$ cat src/rtl/imem_loader_if.sv
// Byte-stream input and imem write-port bundle for imem_loader.
// master = stream source / imem observer, slave = the loader itself.
interface imem_loader_if #(
  parameter int unsigned ADDR_W = 16
);
  logic              in_valid;
  logic [7:0]        in_data;
  logic              in_ready;
  logic              imem_we;
  logic [ADDR_W-1:0] imem_addr;
  logic [15:0]       imem_wdata;

  modport master (
    output in_valid, in_data,
    input  in_ready, imem_we, imem_addr, imem_wdata
  );

  modport slave (
    input  in_valid, in_data,
    output in_ready, imem_we, imem_addr, imem_wdata
  );
endinterface

$ cat src/rtl/imem_loader.sv
// Boot loader: assembles a length-prefixed big-endian byte stream into 16-bit imem writes.
// Optional trailing XOR checksum byte when IMEM_LOADER_CHECKSUM_EN is defined.
module imem_loader #(
  parameter int unsigned DEPTH_WORDS = 2048,
  parameter int unsigned ADDR_W      = 16
) (
  input  logic        clk,
  input  logic        rst_n,
  input  logic        start,
  imem_loader_if.slave bus,
  output logic [15:0] words_loaded,
  output logic        busy,
  output logic        done,
  output logic        error,
  output logic        cpu_rst_n
);

`ifdef IMEM_LOADER_CHECKSUM_EN
  typedef enum logic [2:0] {LEN_HI, LEN_LO, DATA_HI, DATA_LO, CSUM, DONE, ERR} state_t;
  localparam state_t TAIL = CSUM;
  logic [7:0] csum;
`else
  typedef enum logic [2:0] {LEN_HI, LEN_LO, DATA_HI, DATA_LO, DONE, ERR} state_t;
  localparam state_t TAIL = DONE;
`endif

  state_t      state;
  state_t      nxt;
  logic [7:0]  len_hi;
  logic [15:0] n_words;
  logic [7:0]  data_hi;
  logic        xfer;
  logic [15:0] len_full;
  logic [15:0] wl_inc;

  assign xfer     = bus.in_valid && bus.in_ready;
  assign len_full = {len_hi, bus.in_data};
  assign wl_inc   = words_loaded + 16'd1;

  always_comb begin
    nxt = state;
    unique case (state)
      LEN_HI:  if (xfer) nxt = LEN_LO;
      LEN_LO: begin
        if (xfer) begin
          if (len_full == 16'd0)                 nxt = TAIL;
          else if (32'(len_full) > DEPTH_WORDS)  nxt = ERR;
          else                                   nxt = DATA_HI;
        end
      end
      DATA_HI: if (xfer) nxt = DATA_LO;
      DATA_LO: if (xfer) nxt = (wl_inc == n_words) ? TAIL : DATA_HI;
`ifdef IMEM_LOADER_CHECKSUM_EN
      CSUM:    if (xfer) nxt = (bus.in_data == csum) ? DONE : ERR;
`endif
      DONE:    if (start) nxt = LEN_HI;
      ERR:     if (start) nxt = LEN_HI;
      default: nxt = LEN_HI;
    endcase
  end

  // Status outputs are registered from the next state so they line up with it.
  always_ff @(posedge clk or negedge rst_n) begin
    if (!rst_n) begin
      state          <= LEN_HI;
      len_hi         <= '0;
      n_words        <= '0;
      data_hi        <= '0;
      words_loaded   <= '0;
      bus.in_ready   <= 1'b0;
      bus.imem_we    <= 1'b0;
      bus.imem_addr  <= '0;
      bus.imem_wdata <= '0;
      busy           <= 1'b0;
      done           <= 1'b0;
      error          <= 1'b0;
      cpu_rst_n      <= 1'b0;
`ifdef IMEM_LOADER_CHECKSUM_EN
      csum           <= '0;
`endif
    end else begin
      state        <= nxt;
      bus.in_ready <= (nxt != DONE) && (nxt != ERR);
      busy         <= (nxt != DONE) && (nxt != ERR);
      done         <= (nxt == DONE);
      error        <= (nxt == ERR);
      cpu_rst_n    <= (nxt == DONE);
      bus.imem_we  <= 1'b0;

      unique case (state)
        LEN_HI:  if (xfer) len_hi <= bus.in_data;
        LEN_LO: begin
          if (xfer) begin
            n_words      <= len_full;
            words_loaded <= '0;
          end
        end
        DATA_HI: if (xfer) data_hi <= bus.in_data;
        DATA_LO: begin
          if (xfer) begin
            bus.imem_we    <= 1'b1;
            bus.imem_wdata <= {data_hi, bus.in_data};
            bus.imem_addr  <= ADDR_W'({words_loaded, 1'b0});
            words_loaded   <= wl_inc;
          end
        end
        DONE, ERR: if (start) words_loaded <= '0;
        default: ;
      endcase

`ifdef IMEM_LOADER_CHECKSUM_EN
      if ((state == DONE || state == ERR) && start)
        csum <= '0;
      else if (xfer && state != CSUM)
        csum <= csum ^ bus.in_data;
`endif
    end
  end

  a_addr_even: assert property (@(posedge clk) disable iff (!rst_n) !bus.imem_addr[0]);

endmodule

$ cat src/flat_wrapper.sv
// flat-port wrapper written by rule: the top's interface ports become plain ports
module imem_loader_flat 
#(
  parameter int unsigned DEPTH_WORDS = 2048,
  parameter int unsigned ADDR_W      = 16
)
  (clk, rst_n, start, words_loaded, busy, done, error, cpu_rst_n, bus_in_valid, bus_in_data, bus_in_ready, bus_imem_we, bus_imem_addr, bus_imem_wdata);
  imem_loader_if #(.ADDR_W(ADDR_W)) bus_i ();
  input  logic clk;
  input  logic rst_n;
  input  logic start;
  output logic [15:0] words_loaded;
  output logic busy;
  output logic done;
  output logic error;
  output logic cpu_rst_n;
  input wire logic [$bits(bus_i.in_valid)-1:0] bus_in_valid;
  input wire logic [$bits(bus_i.in_data)-1:0] bus_in_data;
  output wire logic [$bits(bus_i.in_ready)-1:0] bus_in_ready;
  output wire logic [$bits(bus_i.imem_we)-1:0] bus_imem_we;
  output wire logic [$bits(bus_i.imem_addr)-1:0] bus_imem_addr;
  output wire logic [$bits(bus_i.imem_wdata)-1:0] bus_imem_wdata;
  assign bus_i.in_valid = bus_in_valid;
  assign bus_i.in_data = bus_in_data;
  assign bus_in_ready = bus_i.in_ready;
  assign bus_imem_we = bus_i.imem_we;
  assign bus_imem_addr = bus_i.imem_addr;
  assign bus_imem_wdata = bus_i.imem_wdata;
  imem_loader #(.DEPTH_WORDS(DEPTH_WORDS), .ADDR_W(ADDR_W)) u_core (.clk(clk), .rst_n(rst_n), .start(start), .bus(bus_i), .words_loaded(words_loaded), .busy(busy), .done(done), .error(error), .cpu_rst_n(cpu_rst_n));
endmodule
$ cat config.mk
export PLATFORM = sky130hd
export DESIGN_NAME = imem_loader_flat
export DESIGN_NICKNAME = d
export VERILOG_FILES = /design/src/rtl/imem_loader_if.sv /design/src/rtl/imem_loader.sv /design/src/flat_wrapper.sv
export SDC_FILE = /design/constraint.sdc
export NUM_CORES = 1
export LEC_CHECK = 0
export ABC_CLOCK_PERIOD_IN_PS = 2000
export BUFFER_PORTS_ARGS = -buffer_cell sky130_fd_sc_hd__buf_2
export CORE_ASPECT_RATIO = 2
export CORE_MARGIN = 8
export CORE_UTILIZATION = 51
export CTS_CLUSTER_DIAMETER = 40
export CTS_CLUSTER_SIZE = 12
export DETAILED_ROUTE_END_ITERATION = 12
export HOLD_SLACK_MARGIN = 0.15
export PLACE_DENSITY = 0.76
export SYNTH_ARGS = -nofsm -noshare
export SYNTH_HDL_FRONTEND = slang
export SYNTH_SLANG_ARGS = --single-unit
$ cat constraint.sdc
create_clock -name clk -period 2 [get_ports clk]
set_input_delay 0.3 -clock clk [delete_from_list [all_inputs] [get_ports clk]]
set_output_delay 0.3 -clock clk [all_outputs]
set_load 0.01 [all_outputs]
==> impl_results.rst, run 1 <==
.. list-table::
   :header-rows: 1

   * - Metric
     - Value
   * - Worst slack on hold paths
     - 229 ps
   * - Die ar.
     - roughly 11000 um^2
   * - Switching power
     - 1920 uW
   * - Count of distinct cell types in the synthesized netlist
     - between 50 and 60
   * - Number of enable flip-flop cells after synthesis
     - 0
   * - Portion of the clock cycle consumed by the worst path in the final layout
     - 98.9%
   * - Initial DRC count
     - 259
   * - Startpoint of the worst-slack reg-to-reg timing path
     - u_core.words_loaded[11]$_DFFE_PN0P_
   * - Post-route ant nets
     - 0
   * - Number of design rule violations left after detail routing
     - 0
   * - Cell total after placement
     - just under 600
   * - Power after layout
     - 5950 uW
   * - Hold_sp
     - bus_in_data[2]
   * - Crit-path max FO
     - 6
   * - Type of destination of the critical path
     - register
   * - Layout-stage area growth over the synthesis result
     - 25.5%
   * - Max-cap check violation count
     - 0
   * - Cell count of the worst hold path
     - 3
   * - Slowest Stage Delay on Critical Path
     - around 430 ps
   * - Ranking of synthesized cells by instance count
     - nand2_1 (115), dfrtp_1 (86), mux2_2 (32)
   * - RD Place Congestion
     - about 0.97
   * - Worst Setup Start Kind
     - register
   * - Arrival time at the worst endpoint
     - 2200 ps
   * - Net count after synthesis
     - 416
   * - F_max
     - 0.506 GHz
   * - Count of port buffers added during placement
     - 64
   * - Clk sinks
     - between 80 and 90
   * - Number of global-route vias before repair
     - between 3000 and 4000
   * - Minimum clock period after layout
     - between 1500 and 2000 ps
   * - Critical path class
     - register to register
   * - Detailed Route WL
     - between 10000 and 15000 um
   * - Leakage dissipation
     - about 0.0027 uW
   * - Reg2Reg Depth
     - 8
   * - Overflow left after global routing
     - 0
   * - Total inserted antenna cells
     - 0
   * - Sequential fraction of the synthesis area
     - a little over half
   * - Kind of cell adding the most delay to the critical path
     - simple AND/OR/NAND/NOR gates
   * - Routed wire per std cell
     - between 15 and 20 um
   * - Most common cell in the synthesized netlist
     - nand2_1
   * - Final cell count without fillers
     - around 600
   * - Outcome
     - finished, final reports clean
   * - Share of Yosys cell area claimed by the top area cell type
     - around 52%
   * - Power share of the clock group
     - between 20% and 30%
   * - Largest vdd supply drop
     - approximately 0.8 mV
   * - Aggregate global-route resource usage
     - 20.3%
   * - Clk Latency, worst-skew pair
     - roughly 340 ps
   * - Iteration count of the initial detailed-routing pass
     - 4
   * - Reg power frac
     - around 45%
   * - Core region area
     - roughly 8000 um^2
   * - Vias/cell
     - between 5 and 6
   * - Number of flip-flops and latches in the synthesized netlist
     - 86
   * - Via Count
     - roughly 3400
   * - Cell chosen for the clock root
     - clkbuf_16
   * - Number of primary I/O pins
     - 66
   * - Horiz. Die Dim
     - approximately 80 um
   * - Netlist Area Pre-Place
     - about 4000 um^2
   * - Number of setup violations in the final report
     - 0
   * - Number of H-tree levels
     - 3
   * - Switching power as a share of total power
     - approximately a third
   * - Max Buffers Root-to-Sink
     - 2
   * - Number of instances in the synthesized netlist
     - 403
   * - Post-route clock skew
     - slightly above 5 ps
   * - Reg2reg setup slack
     - approximately 22 ps
   * - Die H
     - ~140 um
   * - Power Internal
     - approximately 4000 uW
   * - TritonCTS buffer count
     - 9
   * - Number of nets in the layout
     - about 500
   * - CP cell instances
     - nand4_1 -> buf_4 -> nor4_4 -> buf_4 -> xnor2_2 -> nand3_1 -> nand4b_1 -> and2_1
   * - Largest area contributor in the netlist
     - dfrtp_1
   * - Initial core utilization
     - 52.1%
   * - Final HPWL DP
     - between 7000 and 8000 um
   * - Mean cell area of the mapped netlist
     - 10.2 um^2
   * - Fraction of layout instances using a drive strength above 1
     - between 30% and 40%
   * - Area of all placed cells without fillers
     - about 5200 um^2
   * - Synthesis warning total
     - 0
   * - Combined buffer and inverter count along the critical path
     - 2
   * - First-pass GRT wire length
     - between 15000 and 20000 um
   * - Core Rows
     - between 40 and 50
   * - Stages on the worst setup path
     - 8
   * - Power density over the cells
     - between 1000 and 1500 nW/um^2
   * - Data required time of the critical path
     - ~2200 ps
   * - Crit path top cell by count
     - buf_4
   * - FF-to-FF End
     - u_core.bus.in_ready$_DFF_PN0_
   * - Setup repair after global routing missed its margin
     - true
   * - Hold EP
     - u_core.bus.imem_wdata[2]$_DFFE_PN0P_
   * - Max Transition Viols Final
     - 0
   * - Clock tree from TritonCTS
     - built
   * - Most used flip-flop cell after synthesis
     - dfrtp_1
   * - Proportion of power drawn by combinational gates
     - approximately 30%
   * - Post-placement cell area
     - ~4700 um^2
   * - Antenna violations before repair
     - 0
   * - Largest net degree at the start of global routing
     - 77
   * - CTS clock-pin slew for the worst setup and hold paths
     - around 60 ps
   * - Leading cell types by total area after synthesis
     - dfrtp_1 (52%), nand2_1 (11%), mux2_2 (8.8%), xnor2_1 (2.8%), o21ai_0 (2.6%)
   * - Class of the most critical hold timing path
     - input port to register
   * - Cell type of the slowest stage on the worst timing path
     - dfrtp_2
   * - Async set or reset register ratio after synthesis
     - between 90% and 100%
   * - Final hold violations
     - 0
how the worst max path moves through the flow:
stage / from / slack (ps) / endpoint
finish: u_core.words_loaded[11]$_DFFE_PN0P_ / 20 / u_core.bus.in_ready$_DFF_PN0_
global route: u_core.words_loaded[11]$_DFFE_PN0P_ / -70 / u_core.bus.in_ready$_DFF_PN0_
CTS: u_core.words_loaded[3]$_DFFE_PN0P_ / 0.3 / u_core.bus.in_ready$_DFF_PN0_
detailed placement: u_core.words_loaded[0]$_DFFE_PN0P_ / -20 / u_core.bus.in_ready$_DFF_PN0_
global placement: u_core.words_loaded[0]$_DFFE_PN0P_ / 30 / u_core.bus.in_ready$_DFF_PN0_
floorplan: u_core.words_loaded[0]$_DFFE_PN0P_ / 20 / u_core.bus.in_ready$_DFF_PN0_
worst min-delay path, stage by stage:
cell     delay [ps]
buf_2           130
nand2_1          60
nand2_1          40
power groups by stage:
| stage | Sequential [uW] | Clock, uW | Combinational (uW) |
|---|---|---|---|
| floorplan | 2610 | 0 | 1160 |
| global placement | 2620 | 0 | 1660 |
| detailed placement | 2650 | 0 | 1720 |
| CTS | 2630 | 1590 | 1750 |
| global route | 2700 | 1640 | 1940 |
| finish | 2640 | 1550 | 1760 |
repair_timing:
action | 4_1_cts | 5_1_grt
resized for setup | 8 | 10
endpoints found under the hold margin | 86 | 0
pin swaps | 3 | 6
buffers inserted | 1 | 6
hold buffers | 1 | 0
endpoints found under the setup margin | 2 | 4
logic make-up (layout without fill, tap and decap cells):
| group | Yosys count | after routing | synth area share, % |
|---|---|---|---|
| mux | 33 | 33 | 9.01 |
| fa+ha+maj | 1 | 1 | 0.304 |
| other cells | 1 | 1 | 0.0912 |
| buf+inv | 29 | 132 | 4.05 |
| compound gates | 53 | 53 | 8.43 |
| flops | 86 | 86 | 52.4 |
| xor+xnor | 25 | 25 | 5.66 |
| simple gates | 175 | 175 | 20.1 |
layer usage:
metal / global-route usage, % / vias to the layer above / part of all wire, %
met5: 0 / - / 0
met4: 10.4 / 0 / 3.2
met3: 5.48 / 28 / 5.2
met2: 36.1 / 113 / 56
met1: 20.8 / 1657 / 36
li1: - / 1567 / -
state kept, by name, indices dropped and copies added (netlist names):
name	flops
u_core.bus.imem_addr	15
u_core.bus.imem_wdata	16
u_core.bus.imem_we	1
u_core.bus.in_ready	1
u_core.data_hi	8
u_core.done	1
u_core.error	1
u_core.len_hi	8
u_core.n_words	16
u_core.state	3
u_core.words_loaded	16
through the flow:
stage / utilization, % / setup TNS, ps / setup WS [ps]
2_1_floorplan: - / 0 / 17.1
5_1_grt: 65.4 / -150 / -68.3
3_5_place_dp: 60.1 / -22.0 / -22.0
6_report: 65.4 / 0 / 22.1
4_1_cts: 64.3 / 0 / 0.251
3_3_place_gp: 60.1 / 0 / 32.5
layout make-up:
class	instances	area (um^2)
Fill cell	589	2730
Sequential cell	86	2160
Multi-Input combinational cell	288	1860
Timing Repair Buffer	115	737
Clock buffer	12	246
Tap cell	96	120
Clock inverter	4	32.5
Inverter	1	3.75
cells in the final DEF, fill, tap and decap left out, types with 3 or more instances in the layout:
cell       synthesis  layout
a31oi_1            4       4
nor2_1            15      14
a21o_1             4       4
nor4_1             7       4
dfrtp_2            0       6
nand2_1          115     114
nor3_1             4       4
mux2_2            32      32
o41ai_1            3       3
clkbuf_16          0       9
xor2_1            11      10
buf_2              7      63
nor4_2             1       3
dfrtp_1           86      80
nand3_1            7       6
buf_4              3      48
and3_1             4       3
o31ai_1            6       6
a21oi_1            4       4
xnor2_1           13      12
o21ai_0           21      21
nand4_1            4       4
No activity file was read; power rests on OpenSTA's default activity.
==> run 2, diff against run 1 <==
--- a/config.mk
+++ b/config.mk
@@ -5,6 +5,7 @@
 export SDC_FILE = /design/constraint.sdc
 export NUM_CORES = 1
 export LEC_CHECK = 0
+export ABC_AREA = 1
 export ABC_CLOCK_PERIOD_IN_PS = 2000
 export BUFFER_PORTS_ARGS = -buffer_cell sky130_fd_sc_hd__buf_2
 export CORE_ASPECT_RATIO = 2
==> impl_results.rst, run 2 <==
.. list-table::
   :header-rows: 1

   * - Metric
     - Value
   * - Outcome
     - finished, violations left
   * - Failing checks
     - negative setup slack
   * - Final HPWL DP
     - roughly 8000 um
   * - Number of design rule violations left after detail routing
     - 0
   * - Cell chosen for the clock root
     - clkbuf_16
   * - Die ar.
     - 11000 um^2
   * - Reg2Reg Depth
     - 14
   * - Number of enable flip-flop cells after synthesis
     - 0
   * - Area of all placed cells without fillers
     - a little under 5000 um^2
   * - Count of port buffers added during placement
     - 64
   * - Die H
     - about 140 um
   * - Total inserted antenna cells
     - 0
   * - Leakage dissipation
     - roughly 0.0025 uW
   * - Routed wire per std cell
     - around 17 um
   * - Post-route worst setup slack
     - -74.2 ps
   * - Multi-input combinational cell area
     - around 1700 um^2
   * - Overflow left after global routing
     - 0
   * - Portion of the clock cycle consumed by the worst path in the final layout
     - 104%
   * - Worst Setup Start Kind
     - register
   * - Startpoint of the worst-slack reg-to-reg timing path
     - u_core.words_loaded[1]$_DFFE_PN0P_
   * - Stages on the worst setup path
     - 14
   * - Synthesis warning total
     - 0
   * - Net count after synthesis
     - approximately 490
   * - Largest area contributor in the netlist
     - dfrtp_1
   * - Antenna violations before repair
     - 0
   * - Crit-path max FO
     - 3
   * - Actual transition at the worst max-transition pin
     - between 600 and 700 ps
   * - Number of H-tree levels
     - 3
   * - Netlist Area Pre-Place
     - roughly 4000 um^2
   * - Horiz. Die Dim
     - 78.3 um
   * - Leading cell types by total area after synthesis
     - dfrtp_1 (54%), nand2_1 (15%), o21ai_0 (7.1%), nand3_1 (4.0%), inv_1 (4.0%)
   * - Number of global-route vias before repair
     - approximately 3500
   * - Clock tree from TritonCTS
     - built
   * - Sequential fraction of the synthesis area
     - between 50% and 60%
   * - Registers with the most flip-flops
     - u_core.bus.imem_wdata (16), u_core.n_words (16), u_core.words_loaded (16)
   * - Number of flip-flops and latches in the synthesized netlist
     - 86
   * - Max Transition Viols Final
     - 0
   * - Cell type of the slowest stage on the worst timing path
     - dfrtp_1
   * - Worst slack on hold paths
     - 188 ps
   * - Minimum clock period after layout
     - a little over 2000 ps
   * - Layout-stage area growth over the synthesis result
     - 25.4%
   * - Kind of cell adding the most delay to the critical path
     - simple AND/OR/NAND/NOR gates
   * - Slowest Stage Delay on Critical Path
     - around 440 ps
   * - Combined buffer and inverter count along the critical path
     - 1
   * - Number of nets in the layout
     - 576
   * - Initial DRC count
     - about 280
   * - First-pass GRT wire length
     - around 17000 um
   * - Largest net degree at the start of global routing
     - 64
   * - Cell count of the worst hold path
     - 3
   * - Filler instances
     - about 640
   * - Core region area
     - approximately 7500 um^2
   * - Detailed Route WL
     - around 11000 um
   * - Most used flip-flop cell after synthesis
     - dfrtp_1
   * - Power density over the cells
     - roughly 1400 nW/um^2
   * - Fraction of layout instances using a drive strength above 1
     - 24.6%
   * - Ranking of synthesized cells by instance count
     - nand2_1 (161), dfrtp_1 (86), o21ai_0 (56)
   * - Number of instances in the synthesized netlist
     - around 480
   * - Most common cell in the synthesized netlist
     - nand2_1
   * - Sum of negative setup slack
     - -211 ps
   * - Setup repair after global routing missed its margin
     - true
   * - CTS clock-pin slew for the worst setup and hold paths
     - about 70 ps
   * - Iteration count of the initial detailed-routing pass
     - 5
   * - Most common library cell in the layout ignoring fill and taps
     - nand2_1
   * - Final hold violations
     - 0
   * - Number of setup violations in the final report
     - 5
   * - Core Rows
     - 45
   * - Type of destination of the critical path
     - register
   * - Mean cell area of the mapped netlist
     - between 8 and 9 um^2
   * - Largest vdd supply drop
     - between 0.8 and 0.9 mV
   * - Clk sinks
     - between 80 and 90
   * - Post-route clock skew
     - just over 10 ps
   * - Arrival time at the worst endpoint
     - 2310 ps
   * - Async set or reset register ratio after synthesis
     - 100%
   * - Number of primary I/O pins
     - 66
   * - Share of the core filled with cells in the final layout
     - approximately 66%
   * - Aggregate global-route resource usage
     - between 20% and 30%
   * - Count of distinct cell types in the synthesized netlist
     - 30
   * - Vias/cell
     - around 5.5
   * - Share of Yosys cell area claimed by the top area cell type
     - a little over half
   * - Storage element area
     - about 2200 um^2
   * - Post-route ant nets
     - 0
   * - Critical path class
     - register to register
   * - Hold_sp
     - bus_in_data[0]
   * - Max-cap check violation count
     - 0
   * - Class of the most critical hold timing path
     - input port to register
   * - Commonest cells after routing, fill and taps aside
     - nand2_1 (154), dfrtp_1 (85), buf_2 (63)
   * - Max-slew headroom at the worst pin
     - about three fifths
   * - Power after layout
     - 6910 uW
   * - Post-placement cell area
     - 4480 um^2
   * - Initial core utilization
     - 52.5%
   * - Via Count
     - ~3600
   * - Max Buffers Root-to-Sink
     - 2
   * - TritonCTS buffer count
     - 9
   * - Launch point of the critical path
     - u_core.words_loaded[1]$_DFFE_PN0P_
   * - F_max
     - a little under 0.5 GHz
   * - CP cell instances
     - ha_4 -> nand2_2 -> nor2_4 -> nand2_1 -> nand2_1 -> nor2_1 -> nor2_1 -> nand3_1 -> nor2_1 -> nand2_1 -> nor2_2 -> nand3_2 -> nand2_2 -> inv_2
   * - Clk Latency, worst-skew pair
     - around 340 ps
   * - Data required time of the critical path
     - around 2200 ps
   * - RD Place Congestion
     - 0.921
-- run 2: cell count changes after synthesis, sizes merged, moves of 6 or more --
| cell | change |
|---|---|
| nor4 | -8 |
| xor2 | -10 |
| buf | -13 |
| mux2 | -32 |
| o22ai | +9 |
| nor2 | +22 |
| inv | +45 |
| o31ai | -6 |
| nand3 | +24 |
| o21ai | +36 |
| xnor2 | -13 |
| nand2 | +51 |
-- run 2: worst min-delay path, cell delays in order --
cell and delay (ps):
buf_2 90, nand2_1 40, o21ai_0 60
-- run 2: cell type report --
type | count | share of cell area [%]
clock buffer | 11 | 4.89
clock inverter | 5 | 1.66
inverter | 46 | 3.53
multi-input combinational | 334 | 33.7
sequential | 86 | 43.4
tap | 94 | 2.37
timing repair buffer | 86 | 10.5
-- run 2: cell families after synthesis --
| kind of cell | after synthesis | share of synthesized area, % |
|---|---|---|
| AND/OR/NAND/NOR | 251 | 27.6 |
| flip-flops | 86 | 54.3 |
| AO/OA/AOI/OAI | 78 | 10.7 |
| buffers and inverters | 62 | 6.16 |
| XOR/XNOR | 2 | 0.790 |
| adder cells (fa/ha/maj) | 1 | 0.316 |
| other | 1 | 0.0947 |
-- run 2: worst paths after layout --
check / endpoint / slack, ps
setup / recovery: u_core.bus.in_ready$_DFF_PN0_ / -70
hold / removal: u_core.n_words[0]$_DFFE_PN0P_ / 190
setup reg to reg: u_core.bus.in_ready$_DFF_PN0_ / -70
hold reg to reg: u_core.bus.imem_wdata[12]$_DFFE_PN0P_ / 470
max in group asynchronous: u_core.bus.in_ready$_DFF_PN0_ / 1040
min in group asynchronous: u_core.n_words[2]$_DFFE_PN0P_ / 420
-- run 2: report_power, final --
part | switching (uW) | leakage [uW] | internal [uW] | total (uW)
Clock | 686 | 0.000160 | 1130 | 1820
Sequential | 421 | 0.00112 | 2380 | 2800
Combinational | 1440 | 0.00123 | 853 | 2290
-- run 2: stage by stage --
step / instances / worst slack, ps
floorplan: 481 / 225
CTS: 658 / 30.0
finish: 662 / -74.2
global route: 662 / -242
global placement: 641 / 143
detailed placement: 641 / 65.0
-- run 2: metal layers --
metal	wire, um	up-vias	global-route usage (%)
met2	6120	127	35.5
met5	0	-	0
li1	-	1728	-
met4	538	0	10.8
met3	538	41	3.95
met1	3950	1728	21.8
-- run 2: repair_timing --
| item | CTS | global route |
|---|---|---|
| endpoints found under the setup margin | 0 | 10 |
| gates resized for setup | 0 | 31 |
| buffers inserted | 0 | 3 |
| hold buffers | 1 | 0 |
| hold endpoints to repair | 25 | 0 |
